**src/rtl/cpu_result_drain.sv**
```systemverilog
// Drains the cpu result stack (or a single trap code) onto a valid/ready record stream.
// Latency: first record valid 2 cycles after cpu_done (1 after a trap); 3 cycles between value records.
// Backpressure: out_ready low holds the registered record stable; nothing is popped until it is accepted.
module cpu_result_drain #(
    parameter int MAX_RESULTS = 8,
    parameter int COUNT_W     = 4
) (
    input  logic               clk,
    input  logic               reset,
    input  logic               cpu_done,
    input  logic [3:0]         trap,
    input  logic [63:0]        result,
    input  logic               result_empty,
    output logic               result_pop,
    output logic               out_valid,
    input  logic               out_ready,
    output logic [63:0]        out_data,
    output logic [1:0]         out_kind,
    output logic               out_last,
    output logic [COUNT_W-1:0] count,
    output logic               busy
);

    localparam logic [1:0] KIND_VALUE    = 2'd0;
    localparam logic [1:0] KIND_TRAP     = 2'd1;
    localparam logic [1:0] KIND_END      = 2'd2;
    localparam logic [1:0] KIND_OVERFLOW = 2'd3;
    localparam logic [COUNT_W-1:0] COUNT_MAX = COUNT_W'(MAX_RESULTS);

    typedef enum logic [2:0] {
        IDLE,
        CHECK,
        EMIT,
        POP,
        SETTLE,
        DONE
    } state_t;

    state_t state, state_nxt;
    logic   handshake;

    assign handshake = (state == EMIT) && out_ready;

    // Strobes decode straight from the async-reset state register, so reset kills them at once.
    always_comb begin
        state_nxt  = state;
        out_valid  = 1'b0;
        result_pop = 1'b0;
        busy       = 1'b1;
        case (state)
            IDLE: begin
                busy = 1'b0;
                if (trap != 4'd0) begin
                    state_nxt = EMIT;
                end else if (cpu_done) begin
                    state_nxt = CHECK;
                end
            end
            CHECK: state_nxt = EMIT;
            EMIT: begin
                out_valid = 1'b1;
                if (out_ready) begin
                    state_nxt = out_last ? DONE : POP;
                end
            end
            POP: begin
                result_pop = 1'b1;
                state_nxt  = SETTLE;
            end
            SETTLE: state_nxt = CHECK;
            DONE: busy = 1'b0;
            default: begin
                busy      = 1'b0;
                state_nxt = IDLE;
            end
        endcase
    end

    always_ff @(posedge clk or negedge reset) begin
        if (!reset) begin
            state <= IDLE;
        end else begin
            state <= state_nxt;
        end
    end

    always_ff @(posedge clk or negedge reset) begin
        if (!reset) begin
            out_data <= 64'd0;
            out_kind <= KIND_VALUE;
            out_last <= 1'b0;
            count    <= '0;
        end else begin
            if (state == IDLE && trap != 4'd0) begin
                out_data <= {60'd0, trap};
                out_kind <= KIND_TRAP;
                out_last <= 1'b1;
            end else if (state == CHECK) begin
                if (result_empty) begin
                    out_data <= {{(64-COUNT_W){1'b0}}, count};
                    out_kind <= KIND_END;
                    out_last <= 1'b1;
                end else if (count == COUNT_MAX) begin
                    out_data <= {{(64-COUNT_W){1'b0}}, count};
                    out_kind <= KIND_OVERFLOW;
                    out_last <= 1'b1;
                end else begin
                    out_data <= result;
                    out_kind <= KIND_VALUE;
                    out_last <= 1'b0;
                end
            end
            if (handshake && !out_last && count != COUNT_MAX) begin
                count <= count + COUNT_W'(1);
            end
        end
    end

endmodule

```
**config.mk**
```make
export PLATFORM = sky130hd
export DESIGN_NAME = cpu_result_drain
export DESIGN_NICKNAME = d
export VERILOG_FILES = /design/src/rtl/cpu_result_drain.sv
export SDC_FILE = /design/constraint.sdc
export NUM_CORES = 1
export LEC_CHECK = 0
export BUFFER_PORTS_ARGS = -buffer_cell sky130_fd_sc_hd__buf_4
export CORE_AREA = 2 2 90 92
export CTS_BUF_LIST = sky130_fd_sc_hd__clkbuf_4 sky130_fd_sc_hd__clkbuf_8
export DETAILED_ROUTE_END_ITERATION = 6
export DIE_AREA = 0 0 92 94
export HOLD_SLACK_MARGIN = 0.02
export PLACE_DENSITY = 0.69
export SYNTH_ARGS = -nofsm -noshare
export SYNTH_HDL_FRONTEND = slang
export SYNTH_SLANG_ARGS = --single-unit
```
**constraint.sdc**
```tcl
create_clock -name clk -period 2.05 [get_ports clk]
set_input_delay 0.41 -clock clk [delete_from_list [all_inputs] [get_ports clk]]
set_output_delay 0.41 -clock clk [all_outputs]
set_load 0.03 [all_outputs]
```
==> results.txt, run 1 <==
After synthesis, the most frequently instantiated cells are 74 x dfrtp_1, 59 x a22o_1, 9 x buf_6, 6 x buf_4, 6 x nand2_1. The fraction of registers with async set or reset after synthesis is 1.000. Clock-pin slew was measured on the worst setup and hold paths at 80 ps. Summed over all failing endpoints, the final setup total negative slack is 0 ps.

The count of pins over their slew limit came to 0. The total iterations of the first detailed-routing run is 4. The maximum net fanout on the critical path came out at 10.

The site row count is 32. The detail route stage leaves a number of antenna-violating nets equal to 0. Counting the fill cells in the layout gives 679.

In this run the tightest slew margin relative to its limit is 0.6933. The biggest area contributor in the post-synthesis netlist is dfrtp_1. The final global-route overflow total came out at 0. The total nets after synthesis is 287.

The combined buffer and inverter count along the critical path came out at 1. The critical path data required time came out at 1640 ps. The placed wire-length estimate is 5.082 mm. The overall power after layout is 0.007160 W. The number of maximum-capacitance constraint violations is 0.

The run finished with clean final reports. The master cell of the clock root buffer is clkbuf_8. The top-level port count came out at 147. The largest single stage delay on the critical path is 550 ps. Dividing the final minimum period by the clock period gives 0.9198. Sorting the synthesized cells by area gives the leading types as dfrtp_1 62%, a22o_1 17%, buf_6 3.4%, buf_4 1.5%, nor3_4 1.1%. The ratio of total power to cell area came out at 1645 nW/um2. Measured along the x axis, the die boundary spans 92 um. The critical path is of the flip-flop to primary output type. The final-report hold violation count is 0.

The wire length of the first global-routing pass is 11.76 mm. The detailed-route via count is 2331. Counting the buffers created by CTS gives 9.

The detail-routed via count per cell came out at 5.024. In the final layout, the share of cells above drive strength 1 is 0.4862. For this run, the register share of the synthesized area comes to 0.6245.

The overall global routing resource usage came out at 0.1741. The mean routed wirelength per cell is 15.42 um. The most used flip-flop cell after synthesis is dfrtp_1. Once the clock tree was built, the resizer swapped 0 gates to a different size. The dominant cell by count in the synthesized netlist is dfrtp_1. Buffers placed on the I/O ports in this run total 146. The kind of end point of the critical path is a primary output.

The mean instance size in the synthesized netlist is 13.99 um2. For this configuration, the core starts out at a cell density of 0.3898. The number of synthesized register bits is 74. The transition time at the pin with the least slew margin is 460.0 ps. The mapped netlist covers 2965 um2. The largest net degree at the start of global routing is 42. The source-to-sink clock delay at the later pin of the worst-skew pair came out at 340 ps.

TritonCTS built the clock tree. The cell family with the largest share of critical-path delay is flip-flops. IR analysis of the VDD net gives a maximum drop of 0.0007008 V. STA puts the critical path data arrival time at 1480 ps. STA classifies the critical path startpoint as a flip-flop.

The post-CTS setup-driven buffer insertion count is 0. Setup violations remaining at the end of the flow were counted as 0. The Yosys step of the flow raised 0 warnings.

The count of clock tree sinks is 74. The initial antenna violation count came out at 0. The violation count after the first detailed-routing iteration came out at 44. The multi-input logic area is 942.2 um2. The largest clock skew in the final design came out at 9.145 ps.

The number of unique standard cell types used by synthesis is 38. For this run, design rule violations remaining after detail routing come to 0. At the end of the flow, the number of nets in the layout was 432. The area share of the largest cell type after synthesis came out at 0.6245. The kind of path behind the tightest hold check is input port to async pin. After floorplanning, the core was sized to cover 7607 um2.

The placer's final routability congestion estimate came out at 0.8049. Traced cell by cell, the critical path runs through nor2b_1 > and2_1 > buf_4. The H-tree was split into 3 levels. The gate count of the mapped netlist came out at 212. Setup repair after global routing left no endpoint under its margin. The layout-stage area growth over the synthesis result is 46.75%. The area enclosed by the die boundary is 8648 um2. The number of diodes is 0. The sequential cell area came out at 1852 um2. The via count of the first global-routing pass is 2387. The buffer levels on the longest clock path came out at 2.

The height of the die is 94 um. The maximum frequency from static timing analysis is 0.5304 GHz. Counting flops with a built-in enable in the synthesized netlist gives 0. The utilization of the core after routing came out at 0.5720. The aggregate routed wire length came out at 7.155 mm.

The hold buffer count at CTS is 0. The slowest stage of the critical path is the dfrtp_1 cell. For the finished layout, the period the worst path requires is 1886 ps. The standby leakage power came out at 2.247 nW.
[per-stage QoR]
| stage | hold WS (ps) | instances | setup slack [ps] | area (um2) |
|---|---|---|---|---|
| final | 14.85 | 464 | 164.5 | 4352 |
| after global routing | 33.46 | 464 | 54.83 | 4352 |
| after CTS | 22.48 | 464 | 146.0 | 4352 |
| after detailed placement | 393.9 | 448 | 196.9 | 4144 |
| after global placement | 391.4 | 448 | 217.9 | 4144 |
| after floorplan | 114.4 | 212 | 246.3 | 2970 |
[logic make-up (layout without fill, tap and decap cells)]
group | Yosys count | in the layout | share of synthesized area
flops | 74 | 74 | 0.6245
fa+ha+maj | 2 | 2 | 0.008437
buf+inv | 23 | 173 | 0.05992
xor+xnor | 4 | 4 | 0.01182
compound gates | 80 | 80 | 0.2300
simple gates | 29 | 29 | 0.06540
[layout by cell type (no fill, tap or decap), drive strengths merged, types with 4 or more instances in the layout]
master / synthesis / routed
dfrtp: 74 / 74
inv: 5 / 6
a22o: 60 / 60
nand2: 7 / 7
nor3: 4 / 4
a21oi: 5 / 5
buf: 16 / 152
nor2: 4 / 4
clkbuf: 2 / 11
[where the power goes]
part           total [W]  internal [W]  switching [W]
sequential       0.00242       0.00201       0.000413
combinational    0.00359       0.00148        0.00211
clock            0.00115      0.000615       0.000536
total            0.00716       0.00410        0.00306
[state kept, by name, indices dropped and copies added (netlist names)]
register  cells
count         4
out_data     64
out_kind      2
out_last      1
state         3
[worst paths after layout]
| kind | start | end | slack [ps] | cells past startpoint |
|---|---|---|---|---|
| max reg2reg | state[0]$_DFFE_PN0P_ | out_data[3]$_DFFE_PN0P_ | 210 | 4 |
| min in group clk | result[28] | out_data[28]$_DFFE_PN0P_ | 280 | 2 |
| min reg2reg | out_data[29]$_DFFE_PN0P_ | out_data[29]$_DFFE_PN0P_ | 510 | 1 |
| min | reset | out_data[27]$_DFFE_PN0P_ | 10 | 1 |
| max in group asynchronous | reset | out_data[50]$_DFFE_PN0P_ | 1460 | 2 |
| max | state[1]$_DFFE_PN0P_ | result_pop | 160 | 3 |
[layer usage]
layer | vias up | GRT usage | wire length (um)
li1 | 1095 | - | -
met1 | 1132 | 0.2319 | 3123
met2 | 94 | 0.2721 | 3453
met3 | 10 | 0.05698 | 490
met4 | 0 | 0.05348 | 89
met5 | - | 0 | 0
[area by class of cell]
type                    count  area share
clock inverters             5     0.01438
well taps                 102     0.02933
flip-flops and latches     74      0.4255
repair buffers            152      0.2766
inverters                   5    0.004313
clock buffers              11     0.03335
multi-input cells         115      0.2165
Power figures use the tool's default switching activity.
==> run 2, diff against run 1 <==
--- a/config.mk
+++ b/config.mk
@@ -5,11 +5,12 @@
 export SDC_FILE = /design/constraint.sdc
 export NUM_CORES = 1
 export LEC_CHECK = 0
-export BUFFER_PORTS_ARGS = -buffer_cell sky130_fd_sc_hd__buf_4
+export BUFFER_PORTS_ARGS = -buffer_cell sky130_fd_sc_hd__buf_2
 export CORE_AREA = 2 2 90 92
 export CTS_BUF_LIST = sky130_fd_sc_hd__clkbuf_4 sky130_fd_sc_hd__clkbuf_8
 export DETAILED_ROUTE_END_ITERATION = 6
 export DIE_AREA = 0 0 92 94
+export GPL_TIMING_DRIVEN = 0
 export HOLD_SLACK_MARGIN = 0.02
 export PLACE_DENSITY = 0.69
 export SYNTH_ARGS = -nofsm -noshare
==> run 2 against run 1 <==
  * Combinational power is 6.4% lower
  * Sequential power is 3% lower
  * First-iteration DRC count is 130% higher
  * Register-to-register slack worse by 100 ps
  * Setup slack worse by 57 ps
  * Largest cell class unchanged
  * Via count is 0.64% higher
  * Sequential cell count stayed put
==> results.txt, run 2 (synthesized netlist as in run 1, its figures left out) <==
The initial standard-cell utilization of the core came out at 0.3898 (unchanged). The number of flip-flops in the largest register is 64 (unchanged). The critical path in this run is classified as flip-flop to flip-flop. The multi-input logic area is 940.9 um2 (-0.13%). The number of H-tree levels is 3 (unchanged). The post-detailed-route count of antenna-violating nets came out at 0 (unchanged). The worst slew margin relative to its limit is 0.3945 (-0.2988). The final-report hold violation count is 0 (unchanged). The largest net degree at the start of global routing was 75 (+79%).

The post-cts repair resize count came to 0 (unchanged). The mean routed wirelength per cell is 15.09 um (-2.2%). The detailed-route via count came out at 2346 (+0.64%). The post-route standard cell area excluding fillers is 4045 um2 (-7.0%). The flow ran to the end, and the final reports show no timing, DRC or antenna violations. The detail-routed via count per cell came out at 4.918 (-2.1%). The standby leakage power is 2.213 nW (-1.5%). The largest clock skew in the final design came to 9.115 ps (-0.02995 ps). The path class of the tightest hold or removal check is input port to async pin. Setup repair after global routing left no endpoint under its margin. The number of maximum-capacitance constraint violations is 0 (unchanged). The hold buffer count at CTS came out at 0 (unchanged). The count of final setup violators came out at 0 (unchanged). The transition time at the pin with the least slew margin is 908.3 ps (+448.2 ps). The library cells used most frequently in the layout, excluding fill and tap cells, are 145 x buf_2, 74 x dfrtp_1, 59 x a22o_1. The master cell of the clock root buffer is clkbuf_8. The number of diodes came out at 0 (unchanged). The signal arrival time at the worst endpoint is 2210 ps (+730 ps). The number of buffers created by CTS came out at 9 (unchanged). The die width came out at 92 um (unchanged). The setup slack of the most critical reg-to-reg path is 110 ps (-100 ps). The startpoint type of the worst setup path is a flip-flop. The layout-stage area growth over the synthesis result is 36.41%. The placer's final routability congestion estimate came out at 0.7919 (-1.6%). The placed standard-cell area is 3826 um2 (-7.7%). The startpoint identified for the worst register-to-register timing path is state[1]$_DFFE_PN0P_. The maximum net fanout on the critical path was 10 (unchanged). The portion of the clock cycle consumed by the worst path in the final layout came out at 0.9477 (+0.02796). The post-layout minimum cycle time is 1943 ps (+57.32 ps). The worst hold slack across all endpoints is 197.6 ps (+182.7 ps). The register with the most flip-flops is out_data.

The setup TNS came out at 0 ps (unchanged). The clock transition time at the flip-flop clock pins of the worst setup and hold paths is 80 ps (about the same). The count of clock tree sinks is 74 (unchanged). The final-layout fill cell count came out at 700 (+3.1%).

The number of cells on the worst reg-to-reg path is 6 (+2). The placed wire-length estimate came out at 5.118 mm (+0.72%). The site row count is 32 (unchanged).

The worst-case vdd ir drop came to 0.0009028 V (+29%). The final global-route overflow total is 0 (unchanged). The top-level port count came out at 147 (unchanged).

The via count of the first global-routing pass is 2330 (-2.4%). The endpoint identified for the worst register-to-register timing path is out_data[48]$_DFFE_PN0P_. The cell count after placement is 459 (+2.5%). The maximum frequency from static timing analysis came out at 0.5147 GHz (-3.0%). In the final layout, the registers with the most flip-flops are out_data (64), count (4), state (3). The violation count after the first detailed-routing iteration is 102 (+130%). The count of pins over their slew limit is 0 (unchanged). Leaving out fill and tap cells, the most frequent cell in the layout is buf_2. The sequential cell area is 1852 um2 (unchanged). The overall global routing resource usage came out at 0.1674 (-0.006646). The wire length of the first global-routing pass was 11.40 mm (-3.1%). The number of nets in the finished design is 445 (+3.0%). STA classifies the critical path endpoint as a flip-flop. The count of port buffers added during placement was 145 (-0.68%). The critical path data required time came to 2320 ps (+680 ps). The total core area is 7607 um2 (unchanged). The proportion of layout cells with a drive suffix above 1 is 0.4960 (+0.009812). The minimum setup slack after placement is -43.95 ps (-240.8 ps). The buffer levels on the longest clock path is 2 (unchanged).

The total iterations of the first detailed-routing run was 4 (unchanged). The source-to-sink clock delay at the later pin of the worst-skew pair was 340 ps (about the same). The slack of the critical path is 107.1 ps (-57.31 ps). TritonCTS built the clock tree. The ratio of total power to cell area is 1697 nW/um2 (+3.1%). The non-filler instance count after layout is 477 (+2.8%). The DRC violation count after routing was 0 (unchanged). The area enclosed by the die boundary is 8648 um2 (unchanged). The initial antenna violation count came out at 0 (unchanged). The height of the die was 94 um (unchanged). The aggregate routed wire length is 7.196 mm (+0.57%).
-- run 2: cell count changes in the layout (fill, tap and decap cells not counted) --
cell	previous run	this run
inv_6	1	0
buf_12	5	0
and2_1	1	2
clkbuf_1	0	2
buf_4	147	9
and2_2	1	0
clkinv_2	0	1
clkbuf_4	1	0
clkinvlp_4	2	3
buf_2	0	145
buf_6	0	9
-- run 2: worst max path at each step --
stage               cells past startpoint                 start  slack [ps]                       end
floorplan                               6  state[0]$_DFFE_PN0P_         250      count[3]$_DFFE_PN0P_
global placement                        7               trap[0]          -4   out_data[6]$_DFFE_PN0P_
detailed placement                      7               trap[0]         -40  out_data[26]$_DFFE_PN0P_
CTS                                     6  state[1]$_DFFE_PN0P_          80  out_data[26]$_DFFE_PN0P_
global route                            6  state[1]$_DFFE_PN0P_          10  out_data[48]$_DFFE_PN0P_
finish                                  6  state[1]$_DFFE_PN0P_         110  out_data[48]$_DFFE_PN0P_
-- run 2: cell type report --
type	count	share of cell area
Buffer	18	0.03928
Clock buffer	10	0.03402
Clock inverter	6	0.01639
Inverter	5	0.004640
Multi-Input combinational cell	115	0.2326
Sequential cell	74	0.4578
Tap cell	102	0.03155
Timing Repair Buffer	147	0.1837
-- run 2: power by group --
part	total, W	internal (W)	switching [W]
combinational	0.00336	0.00121	0.00216
clock	0.00115	0.000595	0.000559
sequential	0.00235	0.00200	0.000344
total	0.00687	0.00381	0.00306
-- run 2: per-stage QoR --
stage	power, W	util
floorplan	0.004725	-
global placement	0.005669	0.5026
detailed placement	0.005733	0.5030
CTS	0.006910	0.5298
global route	0.007277	0.5317
finish	0.006865	0.5317
-- run 2: layer usage --
| layer | share of wire | track usage | wire [um] |
|---|---|---|---|
| met1 | 0.46 | 0.2316 | 3276 |
| met4 | 0.011 | 0.05597 | 81 |
| met5 | 0 | 0 | 0 |
| met2 | 0.47 | 0.2598 | 3416 |
| met3 | 0.059 | 0.04093 | 421 |
-- run 2: repair_timing --
| item | in CTS | in global routing |
|---|---|---|
| endpoints found under the setup margin | 0 | 54 |
| buffers inserted | 0 | 2 |
| endpoints found under the hold margin | 0 | 0 |
-- run 2: worst max-delay path, stage by stage (launching register included) --
cell	delay [ps]
dfrtp_1	380
buf_6	140
or3b_4	400
buf_6	150
nor3_4	450
buf_6	210
a22o_1	140
==> run 3, diff against run 2 <==
--- a/config.mk
+++ b/config.mk
@@ -5,11 +5,12 @@
 export SDC_FILE = /design/constraint.sdc
 export NUM_CORES = 1
 export LEC_CHECK = 0
+export ABC_AREA = 1
 export BUFFER_PORTS_ARGS = -buffer_cell sky130_fd_sc_hd__buf_2
-export CORE_AREA = 2 2 90 92
+export CORE_AREA = 2 2 92 94
 export CTS_BUF_LIST = sky130_fd_sc_hd__clkbuf_4 sky130_fd_sc_hd__clkbuf_8
 export DETAILED_ROUTE_END_ITERATION = 6
-export DIE_AREA = 0 0 92 94
+export DIE_AREA = 0 0 94 96
 export GPL_TIMING_DRIVEN = 0
 export HOLD_SLACK_MARGIN = 0.02
 export PLACE_DENSITY = 0.69
==> run 3 against run 2 <==
  * Combinational power fell by 96%
  * Critical path type is now flip-flop to primary output
  * First-iteration DRC count up 15%
  * Final cell count grew 32%
  * Clock power is 18% higher
  * Global-route usage shrank 0.056 points
  * Core utilization fell by 0.26 points
  * Non-clock buffer count decreased by 5
  * Final area grew 5.3%
==> results.txt, run 3 <==
The run finished with clean final reports. The cell count after placement came out at 616 (+34%). The gate count of the mapped netlist was 364 (+72%).

The number of maximum-capacitance constraint violations came out at 0 (unchanged). The number of synthesized flops with an enable pin is 0 (unchanged). The tree is rooted in a clkbuf_8. The number of flip-flops in the largest register came out at 64 (unchanged). The count of yosys warnings during synthesis came out at 0 (unchanged). STA classifies the critical path endpoint as a primary output. The area share of the largest cell type after synthesis came to 0.5944 (-0.03010). The wire length of the first global-routing pass came out at 11.91 mm (+4.5%). The via count of the first global-routing pass came out at 2727 (+17%).

The initial antenna violation count is 0 (unchanged). The signal arrival time at the worst endpoint came out at 1530 ps (-680 ps). The portion of the clock cycle consumed by the worst path in the final layout came out at 0.9461 (-0.001660). The class of the most critical setup path is flip-flop to primary output. The minimum setup slack after placement was 266.1 ps (+310.0 ps).

The layout-stage area growth over the synthesis result came out at 36.75%. The number of synthesized register bits came out at 74 (unchanged). The overall global routing resource usage came out at 0.1669 (-0.0005575). The total core area came out at 8051 um2 (+5.8%). The count of pins over their slew limit is 0 (unchanged). The count of clock tree sinks is 74 (unchanged). The maximum frequency from static timing analysis came out at 0.5156 GHz (+0.18%). The proportion of layout cells with a drive suffix above 1 is 0.3548 (-0.1412). Among all flip-flop cells after synthesis, the most frequent one is dfrtp_1.

The buffer levels on the longest clock path is 2 (unchanged). The library cell used most frequently in the layout, excluding fill and tap cells, is nand2_1. The placed standard-cell area is 4008 um2 (+4.7%). The top-level port count is 147 (unchanged). The height of the die came out at 96 um (+2.1%).

Setup repair after global routing left no endpoint under its margin. The standby leakage power is 2.626 nW (+19%). The worst hold path belongs to the class input port to flip-flop. The total iterations of the first detailed-routing run is 4 (unchanged). The mean instance size in the synthesized netlist came to 8.559 um2 (-39%).

The slack of the critical path is 110.5 ps (+3.402 ps). The number of buffers created by CTS came to 9 (unchanged). The maximum net fanout on the critical path is 6 (-4).

The ratio of total power to cell area came out at 690.7 nW/um2 (-59%). TritonCTS built the clock tree. The setup TNS is 0 ps (unchanged). The violation count after the first detailed-routing iteration came out at 117 (+15%). The number of diodes is 0 (unchanged). In the final layout, the registers with the most flip-flops are out_data (64), count (4), state (3).

The netlist area before placement is 3115 um2 (+5.1%). The detailed-route via count came out at 2849 (+21%). The total nets after synthesis is 439 (+53%). The post-CTS setup-driven buffer insertion count came out at 0 (unchanged).

Of all cell types, the one taking the most synthesized area is dfrtp_1. The post-route standard cell area excluding fillers is 4260 um2 (+5.3%). The final global-route overflow total came out at 0 (unchanged).

The sequential share of the synthesized area came to 0.5944 (-0.03010). The placed wire-length estimate was 5.523 mm (+7.9%). The top cell types in the final layout, fill and taps aside, are 209 x nand2_1, 151 x buf_2, 74 x dfrtp_1. The mean routed wirelength per cell is 11.71 um (-22%). The most common cell in the synthesized netlist is nand2_1. The transition time at the pin with the least slew margin came to 324.5 ps (-583.8 ps). The number of unique standard cell types used by synthesis was 19 (-50%). The post-layout minimum cycle time is 1939 ps (-3.402 ps). The detail-routed via count per cell came out at 4.508 (-8.3%).

The site row count is 33 (+3.1%). The placer's final routability congestion estimate came out at 0.8834 (+12%). The count of port buffers added during placement came out at 146 (+0.69%).

The final-layout fill cell count is 780 (+11%). The non-filler instance count after layout came out at 632 (+32%). The number of H-tree levels is 3 (unchanged). The critical path data required time is 1640 ps (-680 ps). The post-detailed-route count of antenna-violating nets is 0 (unchanged). The DRC violation count after routing is 0 (unchanged). The worst-case vdd ir drop is 0.0003113 V (-66%). The source-to-sink clock delay at the later pin of the worst-skew pair is 330 ps (about the same). The largest clock skew in the final design came to 10.27 ps (+1.155 ps). The count of final setup violators was 0 (unchanged). The largest net degree at the start of global routing came out at 58 (-23%). The startpoint type of the worst setup path is a flip-flop. The area enclosed by the die boundary is 9024 um2 (+4.3%). Ranked by flip-flop count, first place goes to out_data. The die width was 94 um (+2.2%). The number of nets in the finished design is 598 (+34%). The aggregate routed wire length came out at 7.399 mm (+2.8%). The initial standard-cell utilization of the core is 0.3869 (-0.002856). The commonest cells after synthesis are 209 x nand2_1, 74 x dfrtp_1, 19 x nor2_1, 12 x nand3_1. The fraction of registers with async set or reset after synthesis is 1.000 (unchanged). The clock transition time at the flip-flop clock pins of the worst setup and hold paths came out at 80 ps (about the same). The final-report hold violation count is 0 (unchanged).

The worst slew margin relative to its limit is 0.7829 (+0.3884). Sorting the synthesized cells by area gives the leading types as dfrtp_1 59%, nand2_1 25%, nor2_1 2.3%, buf_6 2.2%, nand3_1 1.9%.
-- run 3: cell type report --
type | count | area (um2) | area share
Sequential cell | 74 | 1852 | 0.4347
Multi-Input combinational cell | 265 | 1115 | 0.2617
Timing Repair Buffer | 148 | 770.7 | 0.1809
Clock buffer | 10 | 137.6 | 0.03231
Tap cell | 105 | 131.4 | 0.03084
Clock inverter | 5 | 102.6 | 0.02408
Buffer | 12 | 97.59 | 0.02291
Inverter | 13 | 53.80 | 0.01263
-- run 3: routing by layer --
layer  GRT usage  share of wire  vias up
met5           0              0        -
met4     0.04469          0.011        0
met3     0.05168          0.072       10
met2      0.2738           0.47      106
met1      0.2159           0.45     1301
li1            -              -     1432
-- run 3: path summary, 6_finish.rpt --
check	from	endpoint	slack, ps	depth (start not counted)
hold / removal	result[9]	out_data[9]$_DFFE_PN0P_	270	3
hold reg to reg	out_data[40]$_DFFE_PN0P_	out_data[40]$_DFFE_PN0P_	470	2
setup / recovery	state[2]$_DFFE_PN0P_	busy	110	4
min in group asynchronous	reset	out_kind[0]$_DFFE_PN0P_	490	2
setup reg to reg	count[0]$_DFFE_PN0P_	out_data[48]$_DFFE_PN0P_	260	10
max in group asynchronous	reset	out_data[51]$_DFFE_PN0P_	1010	3
-- run 3: critical path: stages (launching register included) --
cell and delay, ps:
dfrtp_1 500, nor3_4 280, inv_2 100, o211ai_1 90, buf_2 230
-- run 3: cells by family (layout without fill, tap and decap cells) --
family,after synthesis,count (layout),share of synthesized area
flops,74,74,0.5944
xor+xnor,3,3,0.008435
compound gates,13,13,0.02169
simple gates,247,247,0.3189
fa+ha+maj,2,2,0.008031
buf+inv,25,188,0.04859
-- run 3: where the power goes --
| part | internal, W | switching (W) |
|---|---|---|
| combinational | 0.0000612 | 0.0000641 |
| sequential | 0.00146 | 0.000000940 |
| clock | 0.000834 | 0.000522 |
| total | 0.00236 | 0.000587 |
-- run 3: per-stage QoR --
stage / total power, W / hold slack (ps) / utilization
after floorplan: 0.001506 / 114.4 / -
after global placement: 0.001608 / 449.9 / 0.4940
after detailed placement: 0.001617 / 313.5 / 0.4977
after CTS: 0.002994 / 251.2 / 0.5288
after global routing: 0.003059 / 240.6 / 0.5291
final: 0.002943 / 272.5 / 0.5291
-- run 3: repair_timing --
| action | CTS | global route |
|---|---|---|
| gates resized for setup | 0 | 1 |
| endpoints found under the hold margin | 17 | 0 |
| endpoints found under the setup margin | 0 | 1 |
| hold buffers | 1 | 0 |
